### config.mk
export PLATFORM = sky130hd
export DESIGN_NAME = mw_countdown_timer
export DESIGN_NICKNAME = d
export VERILOG_FILES = /design/src/rtl/mw_countdown_timer.sv
export SDC_FILE = /design/constraint.sdc
export NUM_CORES = 1
export LEC_CHECK = 0
export BUFFER_PORTS_ARGS = -buffer_cell sky130_fd_sc_hd__buf_2
export CAP_MARGIN = 20
export CELL_PAD_IN_SITES_DETAIL_PLACEMENT = 2
export CELL_PAD_IN_SITES_GLOBAL_PLACEMENT = 2
export CORE_MARGIN = 2
export CORE_UTILIZATION = 34
export DETAILED_ROUTE_END_ITERATION = 7
export PLACE_DENSITY = 0.74
export SYNTH_ARGS = -nofsm -noshare
export SYNTH_HDL_FRONTEND = slang
export SYNTH_SLANG_ARGS = --single-unit
### constraint.sdc
create_clock -name clock -period 5.05 [get_ports clock]
set_input_delay 0.2525 -clock clock [delete_from_list [all_inputs] [get_ports clock]]
set_output_delay 0.2525 -clock clock [all_outputs]
set_load 0.01 [all_outputs]
### src/rtl/mw_countdown_timer.sv
// Countdown timer (MM:SS, up to 99:59) with a start/stop/pause command
// interface and a multiplexed, active-low 7-segment display driver.
module mw_countdown_timer #(
    parameter int unsigned TICK_DIV = 100000000,
    parameter int unsigned SCAN_DIV = 100000
) (
    input  logic       clock,
    input  logic       reset,
    input  logic       start,
    input  logic       stop,
    input  logic       pause,
    input  logic [6:0] min,
    input  logic [6:0] sec,
    output logic       done,
    output logic [7:0] an,
    output logic [7:0] dec_cat
);

    localparam int unsigned TW = (TICK_DIV > 1) ? $clog2(TICK_DIV) : 1;
    localparam int unsigned SW = (SCAN_DIV > 1) ? $clog2(SCAN_DIV) : 1;

    typedef enum logic [1:0] {
        IDLE,
        RUN,
        PAUSED
    } state_t;

    state_t          r_state;
    logic   [6:0]    r_min;
    logic   [5:0]    r_sec;
    logic   [TW-1:0] r_presc;
    logic   [SW-1:0] r_scan_cnt;
    logic   [2:0]    r_slot;

    state_t          w_state_nxt;
    logic   [6:0]    w_min_nxt;
    logic   [5:0]    w_sec_nxt;
    logic   [TW-1:0] w_presc_nxt;
    logic   [SW-1:0] w_scan_nxt;
    logic   [2:0]    w_slot_nxt;
    logic            w_scan_wrap;

    logic   [6:0]    w_ld_min;
    logic   [5:0]    w_ld_sec;
    logic            w_ld_zero;

    logic   [3:0]    w_sec_units;
    logic   [3:0]    w_sec_tens;
    logic   [3:0]    w_min_units;
    logic   [3:0]    w_min_tens;
    logic   [7:0]    w_an_nxt;
    logic   [7:0]    w_cat_nxt;

    // Segment pattern for one decimal digit, dp off (bit 7 = a, bit 0 = dp)
    function automatic logic [7:0] f_seg(input logic [3:0] d);
        case (d)
            4'd0:    return 8'h03;
            4'd1:    return 8'h9F;
            4'd2:    return 8'h25;
            4'd3:    return 8'h0D;
            4'd4:    return 8'h99;
            4'd5:    return 8'h49;
            4'd6:    return 8'h41;
            4'd7:    return 8'h1F;
            4'd8:    return 8'h01;
            4'd9:    return 8'h09;
            default: return 8'hFF;
        endcase
    endfunction

    // Scan order skips slot 4: 0,1,2,3,5
    function automatic logic [2:0] f_next_slot(input logic [2:0] s);
        case (s)
            3'd0:    return 3'd1;
            3'd1:    return 3'd2;
            3'd2:    return 3'd3;
            3'd3:    return 3'd5;
            default: return 3'd0;
        endcase
    endfunction

    assign w_ld_min  = (min > 7'd99) ? 7'd99 : min;
    assign w_ld_sec  = (sec > 7'd59) ? 6'd59 : sec[5:0];
    assign w_ld_zero = (w_ld_min == 7'd0) && (w_ld_sec == 6'd0);

    // Next-state for the command FSM, remaining-time count and prescaler
    always_comb begin
        w_state_nxt = r_state;
        w_min_nxt   = r_min;
        w_sec_nxt   = r_sec;
        w_presc_nxt = r_presc;
        if (stop) begin
            w_state_nxt = IDLE;
            w_min_nxt   = '0;
            w_sec_nxt   = '0;
            w_presc_nxt = '0;
        end else begin
            case (r_state)
                IDLE: begin
                    if (start && !w_ld_zero) begin
                        w_state_nxt = RUN;
                        w_min_nxt   = w_ld_min;
                        w_sec_nxt   = w_ld_sec;
                        w_presc_nxt = '0;
                    end
                end
                RUN: begin
                    // The pause edge still counts as a running cycle, so a
                    // resumed countdown completes the interrupted second.
                    if (pause) begin
                        w_state_nxt = PAUSED;
                    end
                    if (r_presc == TW'(TICK_DIV - 1)) begin
                        w_presc_nxt = '0;
                        if (r_sec != 6'd0) begin
                            w_sec_nxt = r_sec - 6'd1;
                        end else if (r_min != 7'd0) begin
                            w_min_nxt = r_min - 7'd1;
                            w_sec_nxt = 6'd59;
                        end
                        if (r_min == 7'd0 && r_sec == 6'd1) begin
                            w_state_nxt = IDLE;
                        end
                    end else begin
                        w_presc_nxt = r_presc + TW'(1);
                    end
                end
                PAUSED: begin
                    if (pause || start) begin
                        w_state_nxt = RUN;
                    end
                end
                default: begin
                    w_state_nxt = IDLE;
                end
            endcase
        end
    end

    // Next scan counter and digit slot
    always_comb begin
        w_scan_wrap = (r_scan_cnt == SW'(SCAN_DIV - 1));
        w_scan_nxt  = w_scan_wrap ? '0 : r_scan_cnt + SW'(1);
        w_slot_nxt  = w_scan_wrap ? f_next_slot(r_slot) : r_slot;
    end

    assign w_sec_units = 4'(w_sec_nxt % 6'd10);
    assign w_sec_tens  = 4'(w_sec_nxt / 6'd10);
    assign w_min_units = 4'(w_min_nxt % 7'd10);
    assign w_min_tens  = 4'(w_min_nxt / 7'd10);

    // Display pattern from the next slot and next count, so the registered
    // outputs change on the same edge as the slot or count they show.
    always_comb begin
        w_an_nxt  = 8'hFF;
        w_cat_nxt = 8'hFF;
        case (w_slot_nxt)
            3'd0: begin
                w_an_nxt  = 8'b1111_1110;
                w_cat_nxt = f_seg(w_sec_units);
            end
            3'd1: begin
                w_an_nxt  = 8'b1111_1101;
                w_cat_nxt = f_seg(w_sec_tens);
            end
            3'd2: begin
                w_an_nxt  = 8'b1111_1011;
                w_cat_nxt = f_seg(w_min_units) & 8'hFE;
            end
            3'd3: begin
                w_an_nxt  = 8'b1111_0111;
                w_cat_nxt = f_seg(w_min_tens);
            end
            3'd5: begin
                w_an_nxt  = 8'b1101_1111;
                w_cat_nxt = 8'hFF;
            end
            default: begin
                w_an_nxt  = 8'hFF;
                w_cat_nxt = 8'hFF;
            end
        endcase
    end

    // State, count, prescaler, scan and registered outputs
    always_ff @(posedge clock or posedge reset) begin
        if (reset) begin
            r_state    <= IDLE;
            r_min      <= '0;
            r_sec      <= '0;
            r_presc    <= '0;
            r_scan_cnt <= '0;
            r_slot     <= 3'd0;
            done       <= 1'b1;
            an         <= 8'b1111_1110;
            dec_cat    <= 8'h03;
        end else begin
            r_state    <= w_state_nxt;
            r_min      <= w_min_nxt;
            r_sec      <= w_sec_nxt;
            r_presc    <= w_presc_nxt;
            r_scan_cnt <= w_scan_nxt;
            r_slot     <= w_slot_nxt;
            done       <= (w_min_nxt == 7'd0) && (w_sec_nxt == 6'd0);
            an         <= w_an_nxt;
            dec_cat    <= w_cat_nxt;
        end
    end

endmodule

==> results of run 1 <==
[state kept, by name, summed over array words and instances (netlist names)]
signal / flops
r_presc: 27
done: 1
an: 5
r_scan_cnt: 17
r_state: 2
dec_cat: 8
r_sec: 6
r_slot: 3
r_min: 7
[cells by family (layout without fill, tap and decap cells)]
family / after synthesis / in the layout / synth area share (%)
other cells: 1 / 3 / 0.0609
xor+xnor: 34 / 34 / 4.84
fa+ha+maj: 33 / 33 / 6.67
buf+inv: 74 / 184 / 5.26
compound gates: 195 / 195 / 22.5
flops: 76 / 76 / 31.0
mux: 9 / 9 / 1.52
simple gates: 326 / 326 / 28.1
[routing by layer]
layer  GRT usage (%)  routed length, um  vias to the layer above
li1                -                  -                     2955
met1            31.5              10500                     3310
met2            43.7              12700                      100
met3            3.42                811                       24
met4            5.59                369                        0
met5               0                  0                        -
[final timing paths]
kind / to / depth (start not counted) / slack (ns)
hold reg to reg: r_scan_cnt[0]$_DFF_PP0_ / 1 / 0.49
max in group asynchronous: done$_DFF_PP1_ / 5 / 3.89
setup / recovery: dec_cat[6]$_DFF_PP0_ / 20 / -0.11
setup reg to reg: dec_cat[6]$_DFF_PP0_ / 20 / -0.11
min in group asynchronous: r_scan_cnt[3]$_DFF_PP0_ / 4 / 0.51
hold / removal: r_state[1]$_DFFE_PP0P_ / 3 / 0.21
[layout make-up]
type	count	area, um2	area share (%)
repair buffers	124	877	11.2
multi-input cells	600	4320	54.9
clock inverters	4	50.0	0.637
inverters	45	176	2.24
clock buffers	11	243	3.09
flip-flops and latches	76	1910	24.3
well taps	229	287	3.65
[worst max-delay path, stage by stage, from the launching register on]
cell,delay [ns]
dfrtp_1,0.39
or4b_4,0.55
or4_4,0.59
nor2_8,0.13
a31oi_2,0.10
a2111o_1,0.47
inv_2,0.10
a21oi_4,0.06
ha_4,0.18
a311o_1,0.36
a311oi_4,0.36
or2_4,0.23
nor2_2,0.05
a21oi_1,0.16
o31ai_1,0.09
a21o_2,0.27
ha_4,0.27
a21o_1,0.20
a2111oi_4,0.32
nor2_2,0.08
o211ai_1,0.10
[through the flow]
step | total power [W] | setup slack [ns]
3_3_place_gp | 0.00152 | 0.00839
3_5_place_dp | 0.00156 | -0.338
4_1_cts | 0.00227 | -0.00522
6_report | 0.00238 | -0.107
5_1_grt | 0.00252 | -0.271
2_1_floorplan | 0.00123 | 0.00539
[placed cells by master (no fill, tap or decap), drive strengths merged, types with 7 or more instances in the layout]
cell | netlist | final
a211o | 7 | 7
a21o | 9 | 9
a21oi | 40 | 40
a311oi | 8 | 8
a31oi | 13 | 13
and2 | 10 | 10
and4 | 9 | 9
buf | 13 | 123
clkbuf | 16 | 11
dfrtp | 69 | 69
dfstp | 7 | 7
ha | 32 | 32
inv | 43 | 42
nand2 | 51 | 51
nand2b | 11 | 11
nand3 | 34 | 34
nand4 | 18 | 18
nor2 | 99 | 99
nor3 | 25 | 25
nor4 | 14 | 14
o211ai | 9 | 9
o21ai | 41 | 41
o31ai | 8 | 8
or2 | 12 | 12
or3 | 11 | 11
xnor2 | 16 | 16
xor2 | 18 | 18
[power by group through the flow]
stage                     Clock [W]  Combinational [W]  Sequential, W
after global routing       0.000707            0.00113       0.000680
after floorplan                   0           0.000534       0.000698
final                      0.000661            0.00104       0.000677
after global placement            0           0.000836       0.000683
after CTS                  0.000681           0.000915       0.000675
after detailed placement          0           0.000879       0.000684
[timing repair]
item / 4_1_cts / 5_1_grt
setup endpoints to repair: 7 / 7
pin swaps: 5 / 36
buffers inserted: 3 / 14
hold buffers: 0 / 1
hold endpoints to repair: 0 / 18
gates resized for setup: 22 / 57
==> run_results.csv, run 1 <==
group,metric,value,unit
status,status,"complete, but fails checks",
status,violations,"setup timing",
power_and_ir_drop,pwr-share-comb,43.8,%
logic_synthesis,synth_seq_cells,76,
worst_setup_path,r2r-start,"r_presc[8]$_DFFE_PP0P_",
finish,antennaDiodeCount,0,
logic_synthesis,synthTopCellsByArea,"dfrtp_1 28%, ha_1 6.5%, nor2_1 5.9%, a21oi_1 3.3%, o21ai_0 3.2%",
finish,fin_util,44.1,%
timing,grt_setup_unrepaired,"yes",
power_and_ir_drop,p_leak,3.32,nW
timing,whs,0.208,ns
timing,period_needed,5.16,ns
logic_synthesis,syn_area,6160,um2
die,die_w,139,um
logic_synthesis,synth_largest_area_cell,"dfrtp_1",
logic_synthesis,synth.distinct_cells,93,
die,initial_utilization,34.5,%
grt,grt_max_degree,77,
route,drtAntennaViolNets,0,
finish,layout.nets,907,
finish,fillCellCount,1982,
clocking,cts_tree,"yes",
logic_synthesis,syn-instance-count,748,
grt,grt_use_total,24.5,%
timing,worst_pin_slew,1.01,ns
finish,layout.cells.non_filler,1089,
route,via_per_inst,5.87,
power_and_ir_drop,p_sw_share,38.2,%
clocking,cts_sinks,76,
power_and_ir_drop,peakVddDrop,0.171,mV
timing,maxSlewViolCount,0,
finish,synthToLayoutAreaGrowth,27.7,%
logic_synthesis,async_reset_ff_share,100,%
clocking,cts_max_level,3,
finish,drive_gt1_share,28.0,%
flow_run,drv_cap,0,
worst_setup_path,startpoint_type,"flip-flop",
logic_synthesis,ys.flop_type,"dfrtp_1",
route,drt_iter0_markers,248,
worst_setup_path,worst_setup_path_end_kind,"flip-flop",
grt,grt_pass1_vias,6929,
grt,antenna_found_initial,0,
die,coreArea,17800,um2
timing,clock_skew,0.0109,ns
timing,setup-tns-final,-0.312,ns
hold_path,min-delay-path-class,"in2reg",
power_and_ir_drop,clkPwrFrac,27.8,%
route,wl_per_cell,22.4,um
clocking,insertion_delay,0.35,ns
placed_design,dp_hpwl,17200,um
logic_synthesis,synth_area_per_cell,8.23,um2
placed_design,place_inst,1056,
worst_setup_path,cp_max_fo,5,
timing,period_share,102,%
timing,worst_slack,-0.107,ns
worst_setup_path,critPathKind,"reg2reg",
timing,relSlewSlack,32.1,%
clocking,cts_buffer_depth,2,
logic_synthesis,synth_edf_count,0,
route,dr.pass1.iters,4,
timing,hold_violations,0,
timing,timing.fmax,194,MHz
die,row_count,49,
logic_synthesis,post-synth-top-count-cell,"nor2_1",
route,vias,6389,
logic_synthesis,synth_top_area_share,28.0,%
placed_design,globalplace.congestion,0.894,
hold_path,hp-start,"pause",
clocking,numCtsBuffers,9,
logic_synthesis,synth.top_cells.by_count,"96 x nor2_1, 69 x dfrtp_1, 51 x nand2_1",
grt,gr-total-overflow,0,
worst_setup_path,worstPathRequired,5.32,ns
die,die_h,139,um
power_and_ir_drop,p_switching,0.000910,W
logic_synthesis,ys_seq_area_share,31.0,%
die,io_pins,36,
power_and_ir_drop,internal-power,0.00147,W
grt,grt_pass1_wl,38100,um
die,dieArea,19200,um2
placed_design,place_area,7050,um2
timing,setup_viol,6,
route,drc,0,
route,finalWirelength,24400,um
finish,final_cell_area,7860,um2
worst_setup_path,crit_start,"r_presc[8]$_DFFE_PP0P_",
clocking,clk_pin_slew,0.06,ns
power_and_ir_drop,seqPwrFrac,28.4,%
logic_synthesis,ys_warn_count,0,
placed_design,port_buffers,32,
clocking,cts_root_buffer,"clkbuf_16",
worst_setup_path,arrival,5.42,ns
power_and_ir_drop,p_per_area,303,nW/um2
No activity file was read; power rests on OpenSTA's default activity.
==> run 2: changes to the inputs <==
--- a/config.mk
+++ b/config.mk
@@ -7,11 +7,10 @@
 export LEC_CHECK = 0
 export BUFFER_PORTS_ARGS = -buffer_cell sky130_fd_sc_hd__buf_2
 export CAP_MARGIN = 20
-export CELL_PAD_IN_SITES_DETAIL_PLACEMENT = 2
-export CELL_PAD_IN_SITES_GLOBAL_PLACEMENT = 2
 export CORE_MARGIN = 2
-export CORE_UTILIZATION = 34
+export CORE_UTILIZATION = 56
 export DETAILED_ROUTE_END_ITERATION = 7
+export GPL_ROUTABILITY_DRIVEN = 0
 export PLACE_DENSITY = 0.74
 export SYNTH_ARGS = -nofsm -noshare
 export SYNTH_HDL_FRONTEND = slang
==> run_results.csv, run 2 (same netlist as run 1, synthesis figures left out) <==
group,metric,value,unit
worst_setup_path,worstPathRequired,5.34,ns
finish,layout.nets,877,
timing,clock_skew,0.0162,ns
grt,antenna_found_initial,0,
placed_design,place_area,6740,um2
placed_design,place_inst,940,
worst_setup_path,worst_setup_path_end_kind,"flip-flop",
route,dr.pass1.iters,5,
clocking,clk_pin_slew,0.09,ns
clocking,cts_sinks,76,
power_and_ir_drop,seqPwrFrac,33.6,%
die,die_h,109,um
route,drtAntennaViolNets,0,
worst_setup_path,slowest_delay,0.65,ns
finish,mostFrequentLayoutCell,"nor2_1",
timing,worst_slack,-0.0751,ns
timing,relSlewSlack,39.9,%
route,finalWirelength,17300,um
worst_setup_path,crit_path_cell_trace,"or4b_4 -> or4_4 -> nor2_8 -> a31oi_1 -> a2111o_1 -> inv_2 -> a21oi_4 -> ha_4 -> a311o_1 -> a311oi_4 -> nor2_2 -> nor2_2 -> a21oi_2 -> o31ai_2 -> a21o_1 -> ha_4 -> a21o_1 -> a2111oi_4 -> nor2_1 -> o211ai_1",
worst_setup_path,cp_max_fo,5,
hold_path,hp-start,"pause",
worst_setup_path,crit_start,"r_presc[10]$_DFFE_PP0P_",
route,wl_per_cell,17.8,um
power_and_ir_drop,p_switching,0.000793,W
timing,period_share,101,%
finish,largest-register,"r_presc",
worst_setup_path,critPathKind,"reg2reg",
grt,gr-total-overflow,0,
finish,largest_reg_flops,27,
worst_setup_path,crit_family,"compound AO/OA/AOI/OAI gates",
timing,grt_setup_unrepaired,"yes",
status,status,"complete, but fails checks",
placed_design,dp_hpwl,12000,um
power_and_ir_drop,pwr-share-comb,45.3,%
finish,final_cell_mix,"89 x nor2_1, 66 x dfrtp_1, 60 x buf_4",
power_and_ir_drop,clkPwrFrac,21.0,%
finish,synthToLayoutAreaGrowth,19.9,%
power_and_ir_drop,internal-power,0.00122,W
clocking,cts_tree,"yes",
flow_run,drv_cap,0,
power_and_ir_drop,peakVddDrop,0.149,mV
route,vias,6189,
die,io_pins,36,
timing,timing.fmax,195,MHz
grt,grt_pass1_vias,5874,
route,via_per_inst,6.37,
die,coreArea,10800,um2
worst_setup_path,path_buf_inv,1,
finish,drive_gt1_share,25.0,%
die,row_count,38,
grt,grt_pass1_wl,27700,um
worst_setup_path,r2r-start,"r_presc[10]$_DFFE_PP0P_",
worst_setup_path,slowest_stage,"or4_4",
route,drc,0,
clocking,insertion_delay,0.38,ns
timing,maxSlewViolCount,0,
finish,layout.cells.non_filler,971,
worst_setup_path,arrival,5.42,ns
clocking,cts_max_level,3,
die,dieArea,11800,um2
finish,final_cell_area,7380,um2
placed_design,port_buffers,32,
power_and_ir_drop,p_leak,3.10,nW
timing,worst_pin_slew,0.894,ns
route,drt_iter0_markers,649,
timing,setup-tns-final,-0.128,ns
clocking,cts_buffer_depth,2,
status,violations,"setup timing",
timing,setup_viol,4,
hold_path,min-delay-path-class,"in2reg",
timing,period_needed,5.13,ns
die,die_w,109,um
power_and_ir_drop,p_per_area,273,nW/um2
timing,hold_violations,0,
finish,top_regs,"r_presc x27, r_scan_cnt x17, dec_cat x8",
clocking,numCtsBuffers,9,
worst_setup_path,startpoint_type,"flip-flop",
grt,grt_max_degree,66,
grt,grt_use_total,29.5,%
power_and_ir_drop,p_sw_share,39.3,%
finish,fin_util,68.4,%
die,initial_utilization,57.0,%
timing,whs,0.167,ns
clocking,cts_root_buffer,"clkbuf_8",
finish,antennaDiodeCount,0,
[run 2: what timing repair did]
item	in CTS	in global routing
setup endpoints to repair	7	7
hold buffers	1	0
resized for setup	12	65
hold endpoints to repair	11	0
gates cloned	0	0
buffers inserted	2	12
pin swaps	2	26
[run 2: layout make-up]
cell class | count | area, um2
clock buffer | 12 | 145
sequential | 76 | 1910
inverter | 45 | 171
multi-input combinational | 600 | 4320
clock inverter | 4 | 26.3
fill | 842 | 3410
tap | 140 | 175
timing repair buffer | 94 | 632
[run 2: path summary, 6_finish.rpt]
path | endpoint | slack, ns | depth (start not counted)
min reg2reg | r_scan_cnt[0]$_DFF_PP0_ | 0.49 | 1
max | dec_cat[6]$_DFF_PP0_ | -0.08 | 20
min | r_state[1]$_DFFE_PP0P_ | 0.17 | 3
max in group asynchronous | r_min[1]$_DFF_PP0_ | 3.58 | 4
max reg2reg | dec_cat[6]$_DFF_PP0_ | -0.08 | 20
min in group asynchronous | r_scan_cnt[8]$_DFF_PP0_ | 0.34 | 3
[run 2: worst min-delay path, stage by stage]
cell	delay, ns
buf_2	0.11
a21oi_1	0.07
nor2_1	0.07
[run 2: through the flow]
stage	power [W]	worst slack, ns
2_1_floorplan	0.00123	0.00539
3_3_place_gp	0.00144	0.0813
3_5_place_dp	0.00145	-0.173
4_1_cts	0.00189	-0.00475
5_1_grt	0.00213	-0.271
6_report	0.00202	-0.0751
[run 2: layer usage]
metal  global-route usage, %  share of wire, %
met1                    39.8                43
met5                       0                 0
met4                    12.6               3.0
met3                    4.06               5.8
met2                    47.4                48
[run 2: power by group through the flow]
stage / registers [W] / logic, W / clock network (W)
2_1_floorplan: 0.000698 / 0.000534 / 0
3_3_place_gp: 0.000687 / 0.000748 / 0
3_5_place_dp: 0.000687 / 0.000767 / 0
4_1_cts: 0.000676 / 0.000786 / 0.000431
5_1_grt: 0.000681 / 0.000992 / 0.000461
6_report: 0.000678 / 0.000914 / 0.000424
